[src/rtl/dram_bank_cmd_sequencer.sv]
// Single-request DRAM bank command sequencer: turns one frontend request into
// PRE/ACT/column commands with open-row tracking, and runs all-bank refresh.

package dram_bank_cmd_sequencer_pkg;
   typedef enum logic [2:0] {
      CMD_NOP, CMD_PRECHARGE, CMD_ACTIVE, CMD_READ, CMD_WRITE, CMD_REFRESH
   } cmd_type_t;

   typedef enum logic {BL_4, BL_8} burst_length_t;
   typedef enum logic {OP_READ, OP_WRITE} op_type_t;

   typedef struct packed {
      op_type_t    op_type;
      logic [2:0]  bank_addr;
      logic [12:0] row_addr;
      logic [9:0]  col_addr;
      logic [4:0]  req_id;
      logic [1:0]  core_num;
   } frontend_interconnection_request_t;

   typedef struct packed {
      cmd_type_t     cmd_type;
      burst_length_t burst_length;
      logic [2:0]    bank_addr;
      logic [13:0]   row_addr;
      logic [13:0]   col_addr;
   } bank_command_t;

   localparam bank_command_t NOP_CMD = '{cmd_type: CMD_NOP, burst_length: BL_4,
                                         bank_addr: '0, row_addr: '0, col_addr: '0};
endpackage

module dram_bank_cmd_sequencer
   import dram_bank_cmd_sequencer_pkg::*;
#(
   parameter int T_RP  = 4,
   parameter int T_RCD = 4,
   parameter int T_CCD = 2,
   parameter int T_RFC = 16
) (
   input  logic                              clk,
   input  logic                              rst_n,
   input  logic                              req_valid,
   output logic                              req_ready,
   input  frontend_interconnection_request_t req,
   output logic                              cmd_valid,
   input  logic                              cmd_ready,
   output bank_command_t                     cmd,
   output logic                              done_valid,
   output logic [4:0]                        done_id,
   output logic [1:0]                        done_core,
   input  logic                              ref_req,
   output logic                              ref_ack
);

   localparam int NUM_BANKS = 8;
   localparam int CW        = 8;

   typedef enum logic [3:0] {
      IDLE, ISSUE_PRE, WAIT_RP, ISSUE_ACT, WAIT_RCD, ISSUE_COL,
      REF_PRE, REF_WAIT_RP, REF_ISSUE, REF_WAIT_RFC
   } state_t;

   state_t                              state;
   frontend_interconnection_request_t   req_q;
   logic [NUM_BANKS-1:0]                open_q;
   logic [NUM_BANKS-1:0][12:0]          row_q;
   logic [CW-1:0]                       cnt;
   logic [CW-1:0]                       ccd_cnt;

   logic fire, col_fire, ccd_ok, cnt_last;

   function automatic bank_command_t mk_cmd(input cmd_type_t t, input burst_length_t bl,
                                            input logic [2:0] b, input logic [13:0] r,
                                            input logic [13:0] c);
      bank_command_t k;
      k.cmd_type     = t;
      k.burst_length = bl;
      k.bank_addr    = b;
      k.row_addr     = r;
      k.col_addr     = c;
      return k;
   endfunction

   function automatic bank_command_t pre_cmd(input frontend_interconnection_request_t q);
      return mk_cmd(CMD_PRECHARGE, BL_4, q.bank_addr, {1'b0, q.row_addr}, 14'd0);
   endfunction

   function automatic bank_command_t act_cmd(input frontend_interconnection_request_t q);
      return mk_cmd(CMD_ACTIVE, BL_4, q.bank_addr, {1'b0, q.row_addr}, 14'd0);
   endfunction

   function automatic bank_command_t col_cmd(input frontend_interconnection_request_t q);
      return mk_cmd((q.op_type == OP_READ) ? CMD_READ : CMD_WRITE, BL_8, q.bank_addr,
                    {1'b0, q.row_addr}, {4'd0, q.col_addr});
   endfunction

   assign req_ready = (state == IDLE) && !ref_req;
   assign fire      = cmd_valid && cmd_ready;
   assign col_fire  = fire && ((cmd.cmd_type == CMD_READ) || (cmd.cmd_type == CMD_WRITE));
   // Counters load T-1 on fire; the next command is registered while the count
   // reads 1 so that its valid first appears exactly T cycles after the fire.
   assign ccd_ok    = (ccd_cnt <= CW'(1));
   assign cnt_last  = (cnt <= CW'(1));

   always_ff @(posedge clk or negedge rst_n) begin
      if (!rst_n) begin
         state      <= IDLE;
         req_q      <= '0;
         open_q     <= '0;
         row_q      <= '0;
         cnt        <= '0;
         ccd_cnt    <= '0;
         cmd_valid  <= 1'b0;
         cmd        <= NOP_CMD;
         done_valid <= 1'b0;
         done_id    <= '0;
         done_core  <= '0;
         ref_ack    <= 1'b0;
      end else begin
         done_valid <= 1'b0;
         ref_ack    <= 1'b0;

         if (col_fire)           ccd_cnt <= CW'(T_CCD - 1);
         else if (ccd_cnt != '0) ccd_cnt <= ccd_cnt - CW'(1);

         case (state)
            IDLE: begin
               if (ref_req) begin
                  cmd_valid <= 1'b1;
                  if (|open_q) begin
                     state <= REF_PRE;
                     cmd   <= mk_cmd(CMD_PRECHARGE, BL_4, 3'd0, 14'd0, 14'h0400);
                  end else begin
                     state <= REF_ISSUE;
                     cmd   <= mk_cmd(CMD_REFRESH, BL_4, 3'd0, 14'd0, 14'd0);
                  end
               end else if (req_valid) begin
                  req_q <= req;
                  if (open_q[req.bank_addr] && (row_q[req.bank_addr] == req.row_addr)) begin
                     state <= ISSUE_COL;
                     if (ccd_ok) begin
                        cmd_valid <= 1'b1;
                        cmd       <= col_cmd(req);
                     end
                  end else if (open_q[req.bank_addr]) begin
                     state     <= ISSUE_PRE;
                     cmd_valid <= 1'b1;
                     cmd       <= pre_cmd(req);
                  end else begin
                     state     <= ISSUE_ACT;
                     cmd_valid <= 1'b1;
                     cmd       <= act_cmd(req);
                  end
               end
            end
            ISSUE_PRE: if (fire) begin
               open_q[req_q.bank_addr] <= 1'b0;
               cmd_valid <= 1'b0;
               cmd       <= NOP_CMD;
               cnt       <= CW'(T_RP - 1);
               state     <= WAIT_RP;
            end
            WAIT_RP: begin
               if (cnt_last) begin
                  cmd_valid <= 1'b1;
                  cmd       <= act_cmd(req_q);
                  state     <= ISSUE_ACT;
               end else cnt <= cnt - CW'(1);
            end
            ISSUE_ACT: if (fire) begin
               open_q[req_q.bank_addr] <= 1'b1;
               row_q[req_q.bank_addr]  <= req_q.row_addr;
               cmd_valid <= 1'b0;
               cmd       <= NOP_CMD;
               cnt       <= CW'(T_RCD - 1);
               state     <= WAIT_RCD;
            end
            WAIT_RCD: begin
               if (cnt_last) begin
                  state <= ISSUE_COL;
                  if (ccd_ok) begin
                     cmd_valid <= 1'b1;
                     cmd       <= col_cmd(req_q);
                  end
               end else cnt <= cnt - CW'(1);
            end
            ISSUE_COL: begin
               if (cmd_valid && cmd_ready) begin
                  cmd_valid  <= 1'b0;
                  cmd        <= NOP_CMD;
                  done_valid <= 1'b1;
                  done_id    <= req_q.req_id;
                  done_core  <= req_q.core_num;
                  state      <= IDLE;
               end else if (!cmd_valid && ccd_ok) begin
                  cmd_valid <= 1'b1;
                  cmd       <= col_cmd(req_q);
               end
            end
            REF_PRE: if (fire) begin
               open_q    <= '0;
               cmd_valid <= 1'b0;
               cmd       <= NOP_CMD;
               cnt       <= CW'(T_RP - 1);
               state     <= REF_WAIT_RP;
            end
            REF_WAIT_RP: begin
               if (cnt_last) begin
                  cmd_valid <= 1'b1;
                  cmd       <= mk_cmd(CMD_REFRESH, BL_4, 3'd0, 14'd0, 14'd0);
                  state     <= REF_ISSUE;
               end else cnt <= cnt - CW'(1);
            end
            REF_ISSUE: if (fire) begin
               cmd_valid <= 1'b0;
               cmd       <= NOP_CMD;
               cnt       <= CW'(T_RFC - 1);
               state     <= REF_WAIT_RFC;
            end
            REF_WAIT_RFC: begin
               if (cnt_last) begin
                  ref_ack <= 1'b1;
                  open_q  <= '0;
                  state   <= IDLE;
               end else cnt <= cnt - CW'(1);
            end
            default: state <= IDLE;
         endcase
      end
   end

endmodule

[config.mk]
export PLATFORM = sky130hd
export DESIGN_NAME = dram_bank_cmd_sequencer
export DESIGN_NICKNAME = d
export VERILOG_FILES = /design/src/rtl/dram_bank_cmd_sequencer.sv
export SDC_FILE = /design/constraint.sdc
export NUM_CORES = 1
export LEC_CHECK = 0
export BUFFER_PORTS_ARGS = -buffer_cell sky130_fd_sc_hd__buf_4
export CAP_MARGIN = 40
export CORE_MARGIN = 1
export CORE_UTILIZATION = 30
export CTS_CLUSTER_DIAMETER = 80
export DETAILED_ROUTE_END_ITERATION = 8
export MAX_ROUTING_LAYER = met4
export PLACE_DENSITY_LB_ADDON = 0.1
export SLEW_MARGIN = 20
export SYNTH_ARGS = -nofsm -noshare
export SYNTH_HDL_FRONTEND = slang
export SYNTH_SLANG_ARGS = --single-unit
[constraint.sdc]
create_clock -name clk -period 5.3 [get_ports clk]
set_clock_uncertainty 0.1 [all_clocks]
set_input_delay 0.53 -clock clk [delete_from_list [all_inputs] [get_ports clk]]
set_output_delay 0.53 -clock clk [all_outputs]
set_load 0.03 [all_outputs]
== Yosys cells after proc, flatten, opt, wreduce, memory -nomap -nowiden ==
Cells that the tools add are included.
Word-level totals
  input bits: 39
  output and inout bits: 46
  bits in registers: 211
Operators by class
  $lt $le $gt $ge: 5
  equal/unequal tests: 29
  multiplexer cells: 65
  add/sub/neg operators: 2
  reduce and logical (&&, ||, !) cells: 29
  bitwise operators: 4
Operator list (count)
  two-way mux 35 bit: 12
  case mux 35 bit (6 select lines): 1
  bitwise mux 104 bit: 1
  two-way mux 8 bit: 9
  two-way mux 4 bit: 12
  case mux 4 bit (10 select lines): 1
  binary-select mux 13 bit (select 3 bit): 1
  demux 13 bit (select 3 bit): 1
  two-way mux 34 bit: 1
  case mux 8 bit (4 select lines): 1
  two-way mux 13 bit: 2
  case mux 8 bit (3 select lines): 1
  != test 2 bit (second input constant): 11
  equality test 4 x 3 -> 1 bit (second input constant): 4
  less-or-equal comparator 8 x 1 -> 1 bit (second input constant): 2
  subtractor 8 x 1 -> 8 bit (second input constant): 2
  two-way mux 1 bit: 15
  equality test 13 bit: 1
  AND reduction 10 bit: 1
  two-way mux 3 bit: 3
  AND reduction 9 bit: 1
  bitwise AND 8 bit: 1
  equality test 4 x 2 -> 1 bit (second input constant): 2
  equality test 4 bit (second input constant): 2
  other kinds (34): 46

== Longest topological paths before layout ==
  depth in word-level cells: 8
  gate-level depth with buffers: 12

== Worst setup path before layout ==
Ideal clock, no wire load.
  path type: in2reg
  start point: in req[30] in the netlist's numbering
  end point: reg cmd[0] in the netlist's numbering
  library setup time: 0.125 ns
  stages: 11
  path slack: 2.040 ns
  path buffers: 3
  arrival time: 3.035 ns
  cells stage by stage: buf_6 -> buf_12 -> mux4_2 -> mux2i_1 -> xor2_1 -> nand3_1 -> or4b_4 -> nor4_4 -> a311oi_2 -> buf_6 -> mux2_4
On the way
  word-level cells in the longest chain between the ends: 8
  elaborated cells on any way between the ends: 12
  those cells by class: eq/ne (2); mux (8); reduce/logical (2)
Ends and longest elaborated chain
  start, declared: line 45  | input frontend_interconnection_request_t req,
  binary-select mux 13 bit (select 3 bit): line 140  | if (open_q[req.bank_addr] && (row_q[req.bank_addr] == req.row_addr)) begin
  two-way mux 13 bit (not written as such): line 140
  equality test 13 bit: line 140
  logical AND 1 bit *: line 140
  two-way mux 35 bit: line 140
  two-way mux 35 bit: line 138  | end else if (req_valid) begin
  two-way mux 35 bit: line 129  | if (ref_req) begin
  case mux 35 bit (6 select lines): line 127  | case (state)
  end signal, assigned: line 133  | cmd <= mk_cmd(CMD_PRECHARGE, BL_4, 3'd0, 14'd0, 14'h0400);
  end signal, assigned: line 136  | cmd <= mk_cmd(CMD_REFRESH, BL_4, 3'd0, 14'd0, 14'd0);
  end signal, assigned: line 144  | cmd <= col_cmd(req);
  end, declared: line 48  | output bank_command_t cmd,
Every way passes the cells marked *; elsewhere a longest branch is shown, timed or not. The select of a mux whose other input is x is not followed.
A chain may end at the register's enable or synchronous reset.

== Final worst setup path ==
  start point: reg ccd_cnt[2]
  end point: reg cmd[30] in the netlist's numbering
On the way
  word-level cells in the longest chain between the ends: 4
  elaborated cells on any way between the ends: 6
  those cells by class: order compare (1); eq/ne (3); reduce/logical (2)
Ends and longest elaborated chain
  start, declared: line 69  | logic [CW-1:0] ccd_cnt;
  start signal, assigned: line 124  | if (col_fire) ccd_cnt <= CW'(T_CCD - 1);
  start signal, assigned: line 125  | else if (ccd_cnt != '0) ccd_cnt <= ccd_cnt - CW'(1);
  less-or-equal comparator 8 x 1 -> 1 bit *: line 103  | assign ccd_ok = (ccd_cnt <= CW'(1));
  logical AND 1 bit: line 196  | end else if (!cmd_valid && ccd_ok) begin
  != test 3 bit (no line)
  AND reduction 9 bit (no line) *
  end signal, assigned: line 133
  end signal, assigned: line 198  | cmd <= col_cmd(req_q);
  end signal, assigned: line 211  | cmd <= mk_cmd(CMD_REFRESH, BL_4, 3'd0, 14'd0, 14'd0);
Every way passes the cells marked *; elsewhere a longest branch is shown, timed or not.

==> PnR_summary.wiki <==
{| class="wikitable"
! Metric !! Value
|-
| Status || complete, no violations
|-
| Clock tree from TritonCTS || done
|-
| Routability congestion estimate || 0.773
|-
| HP Class || in -> async
|-
| Total global routing track utilization || 0.159
|-
| Area of the multi-input gates || 4660 um2
|-
| Post-route antenna net violation count || 0
|-
| Count of hold buffers inserted by post-cts repair || 0
|-
| VDD IR-drop max || 0.243 mV
|-
| Share of flip-flops with an asynchronous set or reset || 1.00
|-
| Commonest cells after routing, fill and taps aside || 207 x sky130_fd_sc_hd__dfrtp_1, 148 x sky130_fd_sc_hd__mux2_2, 92 x sky130_fd_sc_hd__buf_4
|-
| Global routing met1 resource utilization || 0.226
|-
| Total Power || between 0.007 and 0.008 W
|-
| Pin count of the biggest net entering global routing || 121
|-
| Setup repair after global routing missed its margin || false
|-
| Headroom to the max-slew limit || 0.372
|-
| Power per standard cell area || 583 nW/um2
|-
| Slew at the pin with the worst max-slew slack || 0.941 ns
|-
| CORE AREA || 32900 um2
|-
| Global-route wire length before repair || 40700 um
|-
| Worst-skew pair later-pin latency || 0.52 ns
|-
| Floorplan row count || between 60 and 70
|-
| Maxcap violations || 0
|-
| Top-level port count || 85
|-
| Initial Util || 0.308
|-
| Worst Setup Start Kind || flop
|-
| Endpoint type of the worst setup path || flop
|-
| Proportion of layout cells with a drive suffix above 1 || 0.373
|-
| Level count of the clock H-tree || 1
|-
| Global route overflow || 0
|-
| Net switching power figure || approximately 0.0025 W
|-
| Via density || 4.92
|-
| Layout net count || between 900 and 1000
|-
| Number of flip-flops and latches in the synthesized netlist || about 210
|-
| Detailed-router iteration count before antenna repair || 5
|-
| GRT met3 Usage || 0.0223
|-
| Hold Violations, Final || 0
|-
| Peak fanout along the critical path || 23
|-
| Detailed Route Iter0 Violations || 440
|-
| Count of inserted antenna diode cells || 0
|-
| Average routed wire per standard cell || 19.5 um
|-
| Number of enable flip-flop cells after synthesis || 0
|-
| Fmax || approximately 0.26 GHz
|-
| Detailed-route DRC error count || 0
|-
| Signal arrival time at the worst endpoint || 4.14 ns
|-
| Layout fillers || between 3000 and 4000
|-
| Sequential area share after synthesis || 0.510
|-
| Most common flop cell mapped by yosys || sky130_fd_sc_hd__dfrtp_1
|-
| Clk root buf || sky130_fd_sc_hd__clkbuf_16
|-
| Buffers added on ports || 80
|-
| Initial antenna violation count || 0
|-
| Sequential fraction of design power || 0.380
|-
| DIE AREA || 34600 um2
|-
| DIE HEIGHT || 186 um
|-
| Category of the most critical setup path || reg -> reg
|-
| Pins Over Slew Limit || 0
|-
| Switching fraction of total power || 0.359
|-
| Area grow syn2layout || 18.7%
|-
| Final min period || 3.84 ns
|-
| Post-synthesis cell area || 10100 um2
|-
| Sink count of the clock tree || 207
|-
| Detailed placer's ending HPWL || 16800 um
|-
| Syn Area/Cell || around 13 um2
|-
| Worst-case register-to-register setup slack || around 1.5 ns
|-
| Clock power frac || 0.232
|-
| Worst-case clock buffer depth || 3
|-
| YS warnings || 0
|-
| Number of library cell types mapped by synthesis || 58
|-
| Required time of the critical path || 5.60 ns
|-
| Die width || 186 um
|-
| Most common cell after layout, fill and taps aside || sky130_fd_sc_hd__dfrtp_1
|-
| Number of instances resized during post-cts repair || 0
|-
| Grt met2 use || 0.240
|-
| Number of failing setup endpoints in the final timing report || 0
|-
| Worst slack on hold paths || 0.0125 ns
|-
| Final cycle utilization of the critical path || 0.725
|-
| Sequential cell area || 5180 um2
|-
| Summed area of non-filler cells in the final layout || 12000 um2
|-
| Most used routing layer || met2
|-
| Cell leakage power || 5.69 nW
|-
| Number of buffers added by the clock tree synthesis step || 25
|-
| Sum Neg Setup Slack || 0 ns
|-
| Pint || 0.00450 W
|-
| Postcts setup bufs || 0
|-
| Clock-pin slew on the worst setup and hold paths || 0.06 ns
|-
| Vias || 6542
|-
| Syn Inst Count || between 800 and 900
|-
| Gate power share || 0.388
|-
| Drt total wl || 25900 um
|-
| Cell area after placement || 11300 um2
|-
| Vias in the first global route || 6724
|}
critical path: stages, from the launching register on:
cell and delay [ns]:
sky130_fd_sc_hd__dfrtp_1 0.43, sky130_fd_sc_hd__or4_1 0.58, sky130_fd_sc_hd__nor3_1 0.37, sky130_fd_sc_hd__o21ai_1 0.28
sky130_fd_sc_hd__o2111ai_1 0.25, sky130_fd_sc_hd__nand4_1 0.21, sky130_fd_sc_hd__a311oi_4 0.45, sky130_fd_sc_hd__buf_6 0.24
sky130_fd_sc_hd__buf_4 0.43, sky130_fd_sc_hd__mux2_2 0.38
synthesized netlist by cell type, types with 2 or more instances:
| cell type | instances | area share |
|---|---|---|
| sky130_fd_sc_hd__dfrtp_1 | 207 | 0.51 |
| sky130_fd_sc_hd__mux2_2 | 148 | 0.16 |
| sky130_fd_sc_hd__nand2_1 | 51 | 0.019 |
| sky130_fd_sc_hd__nor2_1 | 41 | 0.015 |
| sky130_fd_sc_hd__a21oi_1 | 31 | 0.015 |
| sky130_fd_sc_hd__mux2_4 | 28 | 0.041 |
| sky130_fd_sc_hd__a22o_1 | 26 | 0.022 |
| sky130_fd_sc_hd__clkbuf_1 | 24 | 0.0089 |
| sky130_fd_sc_hd__o21ai_0 | 22 | 0.011 |
| sky130_fd_sc_hd__buf_1 | 20 | 0.0074 |
| sky130_fd_sc_hd__mux2i_1 | 20 | 0.020 |
| sky130_fd_sc_hd__mux4_2 | 17 | 0.038 |
| sky130_fd_sc_hd__nand3_1 | 14 | 0.0069 |
| sky130_fd_sc_hd__xnor2_1 | 14 | 0.012 |
| sky130_fd_sc_hd__inv_1 | 12 | 0.0044 |
| sky130_fd_sc_hd__nor3_1 | 10 | 0.0049 |
| sky130_fd_sc_hd__nor2b_1 | 9 | 0.0055 |
| sky130_fd_sc_hd__xor2_1 | 9 | 0.0078 |
| sky130_fd_sc_hd__nand2b_1 | 7 | 0.0043 |
| sky130_fd_sc_hd__nor4_1 | 7 | 0.0043 |
| sky130_fd_sc_hd__buf_2 | 6 | 0.0030 |
| sky130_fd_sc_hd__o22ai_1 | 6 | 0.0037 |
| sky130_fd_sc_hd__a31oi_1 | 5 | 0.0031 |
| sky130_fd_sc_hd__and2_1 | 5 | 0.0031 |
| sky130_fd_sc_hd__mux4_1 | 5 | 0.013 |
| sky130_fd_sc_hd__nand4_1 | 5 | 0.0031 |
| sky130_fd_sc_hd__buf_4 | 4 | 0.0030 |
| sky130_fd_sc_hd__buf_6 | 4 | 0.0044 |
| sky130_fd_sc_hd__ha_1 | 4 | 0.0049 |
| sky130_fd_sc_hd__or3_1 | 4 | 0.0025 |
| sky130_fd_sc_hd__a221o_1 | 2 | 0.0020 |
| sky130_fd_sc_hd__a221oi_1 | 2 | 0.0017 |
| sky130_fd_sc_hd__a22oi_1 | 2 | 0.0015 |
| sky130_fd_sc_hd__and3_1 | 2 | 0.0012 |
| sky130_fd_sc_hd__nor3b_1 | 2 | 0.0015 |
| sky130_fd_sc_hd__nor4b_1 | 2 | 0.0017 |
| sky130_fd_sc_hd__o21a_1 | 2 | 0.0015 |
| sky130_fd_sc_hd__o31ai_1 | 2 | 0.0015 |
| sky130_fd_sc_hd__or4_1 | 2 | 0.0015 |
area by class of cell:
class	count	share of cell area
well taps	442	0.0459
multi-input cells	526	0.387
flip-flops and latches	207	0.430
clock buffers	40	0.0608
repair buffers	100	0.0699
clock inverters	1	0.00249
inverters	13	0.00405
path summary, 6_finish.rpt:
| kind | startpoint | end | cells past startpoint |
|---|---|---|---|
| worst max-delay path | ccd_cnt[2]$_DFFE_PN0P_ | cmd[30]$_DFFE_PN0P_ | 9 |
| worst min-delay path | rst_n | done_valid$_DFF_PN0_ | 1 |
| worst max register to register | ccd_cnt[2]$_DFFE_PN0P_ | cmd[30]$_DFFE_PN0P_ | 9 |
| worst min register to register | req_q[6]$_DFFE_PN0P_ | done_id[4]$_DFFE_PN0P_ | 2 |
| max in group asynchronous | rst_n | cmd[7]$_DFFE_PN0P_ | 2 |
| min in group clk | req[5] | req_q[5]$_DFFE_PN0P_ | 2 |
flip-flops by register name, indices dropped and copies added, names as in the netlist:
signal	cells
row_q	104
req_q	34
cmd	31
ccd_cnt	8
cnt	8
open_q	8
done_id	5
state	4
done_core	2
cmd_valid	1
done_valid	1
ref_ack	1
through the flow:
step | worst slack, ns | utilization | cells
finish | 1.46 | 0.366 | 1329
global route | 1.21 | 0.366 | 1329
CTS | 1.42 | 0.366 | 1329
floorplan | 2.04 | - | 805
global placement | 0.882 | 0.339 | 1282
detailed placement | 0.888 | 0.342 | 1288
routing by layer:
layer,share of wire,vias to the layer above
li1,-,3054
met4,0.020,0
met5,0,-
met2,0.45,97
met1,0.50,3355
met3,0.032,36
logic make-up after synthesis:
logic type / synth area share
XOR/XNOR: 0.0198
other: 0.000369
AO/OA/AOI/OAI: 0.0722
flip-flops: 0.510
AND/OR/NAND/NOR: 0.0828
multiplexers: 0.276
adder cells (fa/ha/maj): 0.00493
buffers and inverters: 0.0334
power groups by stage:
stage | combinational (W) | clock (W) | sequential, W
after floorplan | 0.00201 | 0 | 0.00262
after global placement | 0.00272 | 0 | 0.00270
after detailed placement | 0.00275 | 0 | 0.00269
after CTS | 0.00276 | 0.00169 | 0.00267
after global routing | 0.00298 | 0.00175 | 0.00277
final | 0.00272 | 0.00163 | 0.00267
Note: power is estimated with default switching activity, not from simulation.
